<file path="src/rtl/pc_ctrl.sv">
// Program-counter unit for the MIPS fetch stage: sequential fetch, stall hold,
// branch redirect (deferred while stalled), exception flush and target-alignment trap.
module pc_ctrl #(
  parameter int unsigned ADDR_WIDTH = 32,
  parameter int unsigned INC = 4,
  parameter int unsigned ALIGN_BITS = 2,
  parameter logic [ADDR_WIDTH-1:0] RESET_VECTOR = '0,
  parameter logic [ADDR_WIDTH-1:0] EXC_VECTOR = ADDR_WIDTH'(32'h0000_0040)
) (
  input  logic                  clk,
  input  logic                  rst,
  input  logic                  stall,
  input  logic                  branch_flag,
  input  logic [ADDR_WIDTH-1:0] branch_target,
  input  logic                  flush,
  input  logic [ADDR_WIDTH-1:0] new_pc,
  output logic [ADDR_WIDTH-1:0] pc,
  output logic                  ce,
  output logic                  misalign,
  output logic [ADDR_WIDTH-1:0] bad_addr
);

  localparam logic ST_BOOT = 1'b0;
  localparam logic ST_RUN  = 1'b1;

  localparam logic [ADDR_WIDTH-1:0] ALIGN_MASK =
    ADDR_WIDTH'((64'd1 << ALIGN_BITS) - 64'd1);

  logic                  state_q, state_d;
  logic [ADDR_WIDTH-1:0] pc_q, pc_d;
  logic                  ce_q, ce_d;
  logic                  misalign_q, misalign_d;
  logic [ADDR_WIDTH-1:0] bad_addr_q, bad_addr_d;
  logic                  pend_valid_q, pend_valid_d;
  logic [ADDR_WIDTH-1:0] pend_target_q, pend_target_d;

  logic                  redir_take;
  logic [ADDR_WIDTH-1:0] redir_target;

  always_comb begin
    state_d       = state_q;
    pc_d          = pc_q;
    ce_d          = ce_q;
    misalign_d    = 1'b0;
    bad_addr_d    = bad_addr_q;
    pend_valid_d  = pend_valid_q;
    pend_target_d = pend_target_q;
    redir_take    = 1'b0;
    redir_target  = branch_target;

    if (state_q == ST_BOOT) begin
      // First fetch is RESET_VECTOR itself, so pc is not advanced here.
      ce_d    = 1'b1;
      state_d = ST_RUN;
    end else begin
      ce_d = 1'b1;
      if (flush) begin
        pc_d         = new_pc;
        pend_valid_d = 1'b0;
      end else if (branch_flag && !stall) begin
        redir_take   = 1'b1;
        redir_target = branch_target;
        pend_valid_d = 1'b0;
      end else if (pend_valid_q && !stall) begin
        redir_take   = 1'b1;
        redir_target = pend_target_q;
        pend_valid_d = 1'b0;
      end else if (stall) begin
        if (branch_flag) begin
          pend_target_d = branch_target;
          pend_valid_d  = 1'b1;
        end
      end else begin
        pc_d = pc_q + ADDR_WIDTH'(INC);
      end

      // Alignment is checked only when a redirect is actually applied.
      if (redir_take) begin
        if ((redir_target & ALIGN_MASK) != '0) begin
          pc_d       = EXC_VECTOR;
          bad_addr_d = redir_target;
          misalign_d = 1'b1;
        end else begin
          pc_d = redir_target;
        end
      end
    end
  end

  always_ff @(posedge clk) begin
    if (rst) begin
      state_q       <= ST_BOOT;
      pc_q          <= RESET_VECTOR;
      ce_q          <= 1'b0;
      misalign_q    <= 1'b0;
      bad_addr_q    <= '0;
      pend_valid_q  <= 1'b0;
      pend_target_q <= '0;
    end else begin
      state_q       <= state_d;
      pc_q          <= pc_d;
      ce_q          <= ce_d;
      misalign_q    <= misalign_d;
      bad_addr_q    <= bad_addr_d;
      pend_valid_q  <= pend_valid_d;
      pend_target_q <= pend_target_d;
    end
  end

  assign pc       = pc_q;
  assign ce       = ce_q;
  assign misalign = misalign_q;
  assign bad_addr = bad_addr_q;

endmodule
</file>
<file path="config.mk">
export PLATFORM = sky130hd
export DESIGN_NAME = pc_ctrl
export DESIGN_NICKNAME = d
export VERILOG_FILES = /design/src/rtl/pc_ctrl.sv
export SDC_FILE = /design/constraint.sdc
export NUM_CORES = 1
export LEC_CHECK = 0
export BUFFER_PORTS_ARGS = -buffer_cell sky130_fd_sc_hd__buf_2
export CAP_MARGIN = 20
export CORE_MARGIN = 5
export CORE_UTILIZATION = 48
export DETAILED_ROUTE_END_ITERATION = 12
export GPL_TIMING_DRIVEN = 0
export HOLD_SLACK_MARGIN = 0.15
export PLACE_DENSITY = 0.76
export SLEW_MARGIN = 20
export SYNTH_ARGS = -nofsm -noshare
export SYNTH_HDL_FRONTEND = slang
export SYNTH_SLANG_ARGS = --single-unit
export TNS_END_PERCENT = 5
</file>
<file path="constraint.sdc">
create_clock -name clk -period 1.95 [get_ports clk]
set_input_delay 0.39 -clock clk [delete_from_list [all_inputs] [get_ports clk]]
set_output_delay 0.39 -clock clk [all_outputs]
set_load 0.05 [all_outputs]
</file>
# --- Word-level counts from Yosys, hierarchy flattened ---
# Cells that the tools add are included.
# Widths: inputs -> output; s select.
totals:
  reg_bits: 99
  in_bits: 69
  word_cells: 47
classes:
  add_sub_neg: 1
  n_eq_ne: 3
  mux: 21
  bitwise: 5
  reduce_logical: 11
ops:
  columns: ["operator", "count"]
  rows:
  - ["$mux 32", 10]
  - ["$add 32x3->32 const B", 1]
  - ["$reduce_bool 32->1", 1]
  - ["$mux 1", 11]
  - ["$reduce_bool 4->1", 2]
  - ["$ne 3x2->1 const B", 2]
  - ["$reduce_and 3->1", 2]
  - ["$reduce_and 6->1", 1]
  - ["$not 1->1", 5]
  - ["$reduce_and 4->1", 1]
  - ["$ne 3x1->1 const B", 1]
  - ["$reduce_or 3->1", 1]
  - ["$logic_and 1x1->1", 2]
  - ["$logic_not 1->1", 1]

# --- Depth between registers and ports, before layout ---
# Gate-level depths: netlist of run 1.
depth:
  depth_word: 9
  ltp_mapped: 8
  depth_no_buf: 6

# --- Least setup slack after synthesis of run 1 ---
# No wires, ideal clock.
synth_timing:
  kind: "input to register"
  from: "in flush"
  to: "reg bad_addr_q[22] (netlist: bad_addr[22])"
  setup_ns: 0.088
  t_arrival_ns: 2.040
  t_required_ns: 1.862
  path_slack_ns: -0.178
  stages: 8
  path_buffers: 3
  cell_sequence: "or4b_1 -> buf_4 -> mux2i_4 -> and3_4 -> buf_8 -> buf_12 -> nor2_2 -> a311oi_2"
synth_between:
  elab_chain_len: 4
  word_cells_on_any_way: 6
synth_lines:
  columns: ["element", "line_no", "text"]
  rows:
  - ["start: declaration", "15", "input logic flush,"]
  - ["$mux 32", "57", "if (flush) begin"]
  - ["$mux 32", "51", "if (state_q == ST_BOOT) begin"]
  - ["$reduce_bool 32->1", "79", "if ((redir_target & ALIGN_MASK) != '0) begin"]
  - ["$reduce_and 3->1 (no source line)", null, null]
  - ["end signal: assignment", "104", "bad_addr_q <= bad_addr_d;"]
  - ["end: declaration", "33", "logic [ADDR_WIDTH-1:0] bad_addr_q, bad_addr_d;"]
# Parallel ways exist; a longest one is shown, timed or not. The select of a mux whose other input is x is not followed.
# A chain may end at the register's enable or synchronous reset.

# --- Final worst setup path of run 1 ---
layout_timing:
  from: "reg pend_valid_q"
  to: "reg bad_addr_q[8] (netlist: bad_addr[8])"
layout_between:
  elab_chain_len: 7
  word_cells_on_any_way: 11
layout_lines:
  columns: ["element", "line_no", "text"]
  rows:
  - ["start: declaration", "34", "logic pend_valid_q, pend_valid_d;"]
  - ["start signal: assignment", "105", "pend_valid_q <= pend_valid_d;"]
  - ["$logic_and 1x1->1 *", "64", "end else if (pend_valid_q && !stall) begin"]
  - ["$mux 32", "64", null]
  - ["$mux 32", "60", "end else if (branch_flag && !stall) begin"]
  - ["$mux 32", "57", null]
  - ["$mux 32", "51", null]
  - ["$reduce_bool 32->1", "79", null]
  - ["$reduce_and 3->1 (no source line)", null, null]
# Every way passes the cells marked *; elsewhere a longest branch is shown, timed or not. The select of a mux whose other input is x is not followed.

==> results by stage, run 1 <==
Outcome:
- The run finished, with violations left.
- The checks that failed: negative setup slack.

Worst setup path:
- STA classifies the critical path startpoint as a register.
- The data arrival time at the worst-slack endpoint is 2.32 ns.
- For this run, the slowest stage of the critical path takes 0.56 ns.
- The kind of cell with the highest combined delay along the critical path is simple AND/OR/NAND/NOR gates.
- The maximum net fanout on the critical path is 8.
- The signal on the critical path passes through or4b_4, mux2i_4, and3_4, buf_12, buf_12, mux2i_4, nor2_1.
- The worst register-to-register path begins at pend_valid_q$_SDFFE_PP0P_.
- The slowest stage of the critical path is the sky130_fd_sc_hd__or4b_4 cell.
- STA puts the critical path data required time at 2.20 ns.
- The worst setup path is captured at a register.
- The path type of the worst setup path is register to register.
- The number of buffers and inverters on the critical path is 2.
- The critical path starts at pend_valid_q$_SDFFE_PP0P_.

GRT:
- The maximum number of pins on one net before global-route repair is 17.
- The number of antenna violations at the first check in global routing is 0.
- The remaining global-route overflow is 0.
- The number of global-route vias before repair is 5,663.
- The global-route wire length before repair is 30,320 um.
- The global-route usage over all layers is 29.96%.

Timing:
- For the finished layout, the period the worst path requires is 2.071 ns.
- On the final layout, the worst clock skew is 0.01196 ns.
- The final number of hold-violating endpoints is 0.
- The part of the cycle the worst path needs is 106.2%.
- Setup slack on the critical path of the routed design comes to -0.1209 ns.
- Setup repair after global routing could not meet its margin everywhere.
- The highest attainable clock frequency is 482.9 MHz.
- At the pin with the least slew margin, the transition time is 0.8075 ns.
- The final max-slew violation count is 0.
- Hold is met by 0.2584 ns.
- Setup violations remaining at the end of the flow were counted as 46.
- The relative slew slack is 46.16%.

Drt:
- The detail-routed via count per cell is 6.221.
- After the first detailed-routing iteration, the DRC count stood at 776.
- The routed wire length per instance is 20.62 um.
- The count of antenna-violating nets left after detailed routing is 0.
- For this block, the routed nets add up to 20,010 um of wire.
- The routed layout has 6,034 vias.
- The number of optimization iterations in the first detailed-route pass is 5.
- For this run, design rule violations remaining after detail routing come to 0.

CTS:
- The clock drives 99 sinks.
- In this run the deepest clock path goes through 2 buffers.
- At the later pin of the worst-skew pair, clock insertion delay measures 0.37 ns.
- The number of buffers created by CTS is 9.
- The CTS tree is yes.
- CTS placed an instance of sky130_fd_sc_hd__clkbuf_8 at the clock tree root.
- The maximum level of the CTS H-tree is 3.
- Clock-pin slew was measured on the worst setup and hold paths at 0.10 ns.

Synth:
- The predominant post-synthesis flop cell is sky130_fd_sc_hd__dfxtp_1.
- sky130_fd_sc_hd__nand2_1 is the most common cell in the netlist.
- In this run the mean area of a mapped cell was 7.698 um2.
- Synthesis handed over a netlist of 674 instances.
- The synthesized netlist devotes 0.5064% of its cell area to XOR and XNOR gates.
- The total nets after synthesis is 744.
- The arithmetic-cell share of the synthesized area counting full adders, half adders and majority gates is 0.2411%.
- The netlist uses 61 different library cells.
- The mapped netlist covers 0.005189 mm2.
- The synthesized netlist devotes 23.22% of its cell area to compound gates.
- The number of flops mapped to enable cells by yosys is 0.
- Yosys printed 0 warnings.
- Yosys attributes the largest share of cell area to sky130_fd_sc_hd__dfxtp_1, sky130_fd_sc_hd__nand2_1, sky130_fd_sc_hd__a21oi_1.
- The largest total area in the synthesized netlist belongs to sky130_fd_sc_hd__dfxtp_1.
- After synthesis, the largest family of logic cells by area is simple AND/OR/NAND/NOR gates.
- The post-synthesis sequential area ratio is 38.20%.
- The portion of netlist area occupied by mux cells is 4.051%.
- The area share of the largest cell type after synthesis is 38.20%.
- By count the netlist is led by sky130_fd_sc_hd__nand2_1, sky130_fd_sc_hd__dfxtp_1, sky130_fd_sc_hd__a21oi_1, sky130_fd_sc_hd__clkbuf_1, sky130_fd_sc_hd__nor2_1.
- After synthesis, the share of flip-flops with an asynchronous set or reset is 0%.
- The share of synthesized cell area in and, or, nand and nor gates is 27.90%.
- The number of synthesized register bits is 99.

Floorplanning:
- The die covers 0.01299 mm2.
- From left edge to right edge, the die measures 114.0 um.
- The effective utilization at floorplan is 48.50%.
- The number of placement rows is 38.
- The core region area is 0.01070 mm2.
- 135 I/O pins were placed.
- The chip height is 114.0 um.

Cells and area:
- The number of diodes added for antenna fixing is 0.
- The post-layout instance count excluding filler cells is 970.
- The final-layout fill cell count is 995.
- The net count of the finished layout is 895.
- The layout-stage area growth over the synthesis result is 26.21%.
- The share of cells above drive strength 1 is 28.55%.

Job:
- The number of maximum-capacitance violations is 0.

Pwr:
- For this design the static power due to leakage is 2.538 nW.
- The maximum VDD drop is 0.3845 mV.
- The total power consumption of the routed design is 4.539 mW.
- In this run the power density over the cells is 693.1 mW/mm2.

Place:
- The final RePlAce weighted congestion is 0.9679.
- Counting tap cells, the placed design contains a total of 945 instances.
- The number of buffers inserted by port buffering is 131.
- Prior to clock tree synthesis, the placed netlist has a worst setup slack of -0.8926 ns.
- The half-perimeter wire length after detailed placement is 14,410 um.

Hold path:
- The type of the most critical hold path is input port to register.
- In this run the most critical hold path is launched from branch_target[4].
==> final timing paths <==
path,endpoint,slack [ns],cells after the start
worst max-delay path,bad_addr[8]$_SDFFE_PP0P_,-0.12,7
worst min-delay path,pend_target_q[4]$_SDFFE_PP0P_,0.26,3
worst max register to register,bad_addr[8]$_SDFFE_PP0P_,-0.12,7
worst min register to register,pend_target_q[19]$_SDFFE_PP0P_,0.46,2
==> cell families (layout without fill, tap and decap cells) <==
group                    count (synthesis)  in the layout
adder cells (fa/ha/maj)                  1              1
XOR/XNOR                                 3              3
AO/OA/AOI/OAI                          178            178
multiplexers                            19             19
flip-flops                              99             99
buffers and inverters                   68            224
AND/OR/NAND/NOR                        306            306
==> tightest hold or removal path, delay by kind of cell <==
kind / cells / cell delay [ns]
and+or+nand+nor: 1 / 0.05
buffers and inverters: 1 / 0.11
AOI/OAI and AO/OA: 1 / 0.05
==> where the power goes <==
part	switching, mW	internal, mW
Sequential	0.0821	2.10
Clock	0.758	0.732
Combinational	0.606	0.261
Total	1.45	3.09
==> per-layer routing <==
layer | vias to the layer above | routed length (um) | part of all wire, % | GRT usage (%)
li1 | 2758 | - | - | -
met1 | 2837 | 8125 | 41 | 40.28
met2 | 383 | 9124 | 46 | 46.25
met3 | 56 | 1917 | 9.6 | 5.358
met4 | 0 | 838 | 4.2 | 14.96
met5 | - | 0 | 0 | 0
==> layout by cell type, fill, tap and decap left out, types with 6 or more instances in the layout <==
cell                       instances
sky130_fd_sc_hd__nor4_1            8
sky130_fd_sc_hd__nand3_1          31
sky130_fd_sc_hd__mux2_2            6
sky130_fd_sc_hd__clkbuf_8         10
sky130_fd_sc_hd__dfxtp_2           6
sky130_fd_sc_hd__clkbuf_1         33
sky130_fd_sc_hd__and2_1           11
sky130_fd_sc_hd__mux2i_1           9
sky130_fd_sc_hd__nor3b_1           9
sky130_fd_sc_hd__a211oi_2          6
sky130_fd_sc_hd__buf_2           135
sky130_fd_sc_hd__inv_1            11
sky130_fd_sc_hd__clkbuf_2          9
sky130_fd_sc_hd__a211oi_1          8
sky130_fd_sc_hd__a311oi_2          6
sky130_fd_sc_hd__nor2_2            6
sky130_fd_sc_hd__nand2_1         135
sky130_fd_sc_hd__a311oi_1         13
sky130_fd_sc_hd__dfxtp_1          93
sky130_fd_sc_hd__nand4_1          15
sky130_fd_sc_hd__o21ai_0          28
sky130_fd_sc_hd__nor3_1           20
sky130_fd_sc_hd__nor2_1           39
sky130_fd_sc_hd__buf_4            12
sky130_fd_sc_hd__a21oi_1          70
sky130_fd_sc_hd__o32ai_1           7
==> stage by stage <==
stage	setup TNS [ns]	cell area (um2)	util, %
4_1_cts	-2.018	6454	60.33
3_3_place_gp	-34.08	6028	56.35
3_5_place_dp	-36.28	6028	56.35
5_1_grt	-6.680	6549	61.22
2_1_floorplan	-4.641	5197	-
6_report	-2.912	6549	61.22
==> flip-flops by register name, indices dropped and copies added (netlist names) <==
register / count
pc: 32
misalign: 1
pend_valid_q: 1
pend_target_q: 32
bad_addr: 32
ce: 1
==> layout make-up <==
type	count	area [um2]	share of cell area (%)
Clock inverter	5	85.08	1.299
Multi-Input combinational cell	507	3062	46.75
Inverter	11	41.29	0.6305
Sequential cell	99	1989	30.38
Clock buffer	11	131.4	2.006
Buffer	55	306.5	4.681
Timing Repair Buffer	142	758.2	11.58
Tap cell	140	175.2	2.675
==> repair_timing <==
| action | 4_1_cts | 5_1_grt |
|---|---|---|
| hold buffers | 0 | 0 |
| pin swaps | 11 | 6 |
| buffers inserted | 10 | 0 |
| resized for setup | 39 | 32 |
| endpoints found under the setup margin | 70 | 66 |
| gates cloned | 1 | 0 |
No activity file was read; power rests on OpenSTA's default activity.
==> run 2, diff against run 1 <==
CELL_PAD_IN_SITES_DETAIL_PLACEMENT = 2   (was not set)
CELL_PAD_IN_SITES_GLOBAL_PLACEMENT = 2   (was not set)
CORE_UTILIZATION = 27   (was 48)
PLACE_DENSITY = not set   (was 0.76)
PLACE_DENSITY_LB_ADDON = 0.1   (was not set)
SKIP_CTS_REPAIR_TIMING = 1   (was not set)
==> results by stage, run 2 (synthesized netlist as in run 1, its figures left out) <==
Floorplanning:
- The number of placement rows is 50 (+32%).
- The I/O pin count is 135 (unchanged).
- The die footprint is 0.02209 mm2 (+70%).
- The effective utilization at floorplan is 27.55% (-21 points).
- The horizontal die dimension is 148.6 um (+30%).
- The core region area was 0.01883 mm2 (+76%).
- The chip height is 148.6 um (+30%).

Timing:
- Setup repair after global routing could not meet its margin everywhere.
- The smallest hold slack came to 0.2753 ns (+0.01688 ns).
- The relative slew slack is 43.02% (-3.1 points).
- The part of the cycle the worst path needs came to 113.0% (+6.8 points).
- The pin slew with the least headroom to its limit is 0.8546 ns (+0.04710 ns).
- The highest attainable clock frequency is 454.0 MHz (-6.0%).
- The final number of hold-violating endpoints came to 0 (unchanged).
- The final worst slack was -0.2526 ns (-0.1317 ns).
- The final max-slew violation count is 0 (unchanged).
- The final clock skew is 0.008256 ns (-0.003700 ns).
- The shortest clock period the worst path allows after layout came to 2.203 ns (+0.1317 ns).
- The final-report setup violation count came to 59 (+28%).
- The accumulated negative setup slack was -9.126 ns (-6.213 ns).

Pwr:
- The maximum VDD drop is 0.4256 mV (+11%).
- The total power divided by cell area is 719.2 mW/mm2 (+3.8%).
- The cell leakage power is 2.563 nW (+0.98%).

Worst setup path:
- The delay of the slowest critical-path stage is 0.46 ns (-0.10 ns).
- The maximum net fanout on the critical path is 8 (unchanged).
- The path type of the worst setup path is register to register.
- STA classifies the critical path startpoint as a register.
- STA classifies the critical path endpoint as a register.
- The signal on the critical path passes through or4b_4, buf_6, mux2i_4, and3_4, buf_12, buf_12, mux2i_2, nor2_1.
- Counting stages on the worst path, the most repeated cell is sky130_fd_sc_hd__buf_12.
- The master of the slowest instance on the critical path is sky130_fd_sc_hd__or4b_4.
- The critical path required time was 2.18 ns (-0.02 ns).
- The data arrival time at the worst-slack endpoint is 2.43 ns (+0.11 ns).

Cells and area:
- The share of cells above drive strength 1 is 28.55% (unchanged).
- The number of diodes added for antenna fixing was 0 (unchanged).
- The top cell types in the final layout, fill and taps aside, are sky130_fd_sc_hd__nand2_1, sky130_fd_sc_hd__buf_2, sky130_fd_sc_hd__dfxtp_1.
- The count of nets after finishing is 896 (+0.11%).
- The post-layout instance count excluding filler cells is 1,090 (+12%).
- Leaving out fill and tap cells, the most frequent cell in the layout is sky130_fd_sc_hd__nand2_1.
- The area of all placed cells without fillers was 0.006720 mm2 (+2.6%).
- The post-layout utilization of the core is 35.69% (-26 points).
- The layout-stage area growth over the synthesis result is 29.52%.

GRT:
- The global-route wire length before repair is 38,140 um (+26%).
- The global-route usage over all layers is 22.48% (-7.5 points).
- The number of global-route vias before repair is 6,538 (+15%).
- The number of antenna violations at the first check in global routing is 0 (unchanged).
- The maximum number of pins on one net before global-route repair is 17 (unchanged).
- The remaining global-route overflow was 0 (unchanged).

CTS:
- TritonCTS built the clock tree.
- The number of buffers created by CTS is 9 (unchanged).
- The latest clock arrival within the worst-skew pair came to 0.36 ns (about the same).
- The buffer levels on the longest clock path is 2 (unchanged).
- The tree is rooted in a sky130_fd_sc_hd__clkbuf_16.
- The clock slew seen by the registers of the worst setup and hold paths is 0.07 ns (-0.03 ns).
- The maximum level of the CTS H-tree is 3 (unchanged).
- The clock sink count was 99 (unchanged).

Drt:
- The DRC violations left is 0 (unchanged).
- The iteration-0 DRC count of the detailed router is 269 (-65%).
- The routed wire length per instance is 23.47 um (+14%).
- The detail-routed via count per cell is 5.483 (-12%).
- The final wirelength was 25,580 um (+28%).
- The via count is 5,977 (-0.94%).
- The count of antenna-violating nets left after detailed routing came to 0 (unchanged).
- The number of optimization iterations in the first detailed-route pass is 5 (unchanged).

Outcome:
- The final reports fail on negative setup slack.
- The flow ran to the end, but the final reports show violations.

Place:
- The half-perimeter wire length after detailed placement is 19,220 um (+33%).
- The cell total after placement is 1,065 (+13%).
- The final RePlAce weighted congestion is 0.8535 (-12%).
- The total cell area at the placement stage is 0.006178 mm2 (+2.5%).
- The number of buffers inserted by port buffering was 131 (unchanged).

Job:
- The number of maximum-capacitance violations is 0 (unchanged).

Hold path:
- The type of the most critical hold path is input port to register.
==> run 2: cell count changes in the layout (fill, tap and decap cells not counted), moves of 3 or more <==
cell,change
sky130_fd_sc_hd__a311oi_1,+3
sky130_fd_sc_hd__dfxtp_2,-3
sky130_fd_sc_hd__buf_4,+3
sky130_fd_sc_hd__clkbuf_2,+6
sky130_fd_sc_hd__a311oi_2,-3
sky130_fd_sc_hd__clkbuf_8,-10
sky130_fd_sc_hd__dfxtp_1,+3
sky130_fd_sc_hd__clkbuf_1,-8
sky130_fd_sc_hd__clkbuf_16,+10
==> run 2: metal layers <==
| metal | vias to the layer above | share of wire, % | global-route usage [%] |
|---|---|---|---|
| met1 | 3057 | 45 | 29.16 |
| met4 | 0 | 1.8 | 6.975 |
| met5 | - | 0 | 0 |
| met3 | 26 | 3.9 | 3.138 |
| met2 | 138 | 49 | 38.67 |
| li1 | 2756 | - | - |
==> run 2: through the flow <==
stage	worst slack, ns	power, mW
2_1_floorplan	-0.1534	2.737
3_3_place_gp	-1.151	3.054
3_5_place_dp	-1.212	3.083
4_1_cts	-0.8570	4.819
5_1_grt	-0.3095	5.005
6_report	-0.2526	4.833
==> run 2: layout make-up <==
class                           count  area, um2
Buffer                             55      310.3
Clock buffer                        9      225.2
Clock inverter                      6      42.54
Fill cell                        2223      12110
Inverter                           11      41.29
Multi-Input combinational cell    507       3014
Sequential cell                    99       1986
Tap cell                          260      325.3
Timing Repair Buffer              143      775.7
==> run 2: power breakdown <==
group / switching, mW / internal [mW] / total, mW / leakage [nW]
logic: 0.632 / 0.262 / 0.894 / 1.63
clock network: 0.891 / 0.864 / 1.75 / 0.128
registers: 0.0873 / 2.10 / 2.19 / 0.807
total: 1.61 / 3.22 / 4.83 / 2.56
==> run 2: worst max-delay path: cells and delay by family, from the launching register on <==
family	cells	cell delay, ns
and+or+nand+nor	3	0.78
muxes	2	0.48
buffers and inverters	3	0.45
DFF	1	0.35
==> run 2: path summary, 6_finish.rpt <==
kind	startpoint	end	slack (ns)	cells past startpoint
max	pend_valid_q$_SDFFE_PP0P_	bad_addr[4]$_SDFFE_PP0P_	-0.25	8
min	branch_target[3]	pend_target_q[3]$_SDFFE_PP0P_	0.28	3
min reg2reg	bad_addr[0]$_SDFFE_PP0P_	bad_addr[0]$_SDFFE_PP0P_	0.47	2
max reg2reg	pend_valid_q$_SDFFE_PP0P_	bad_addr[4]$_SDFFE_PP0P_	-0.25	8
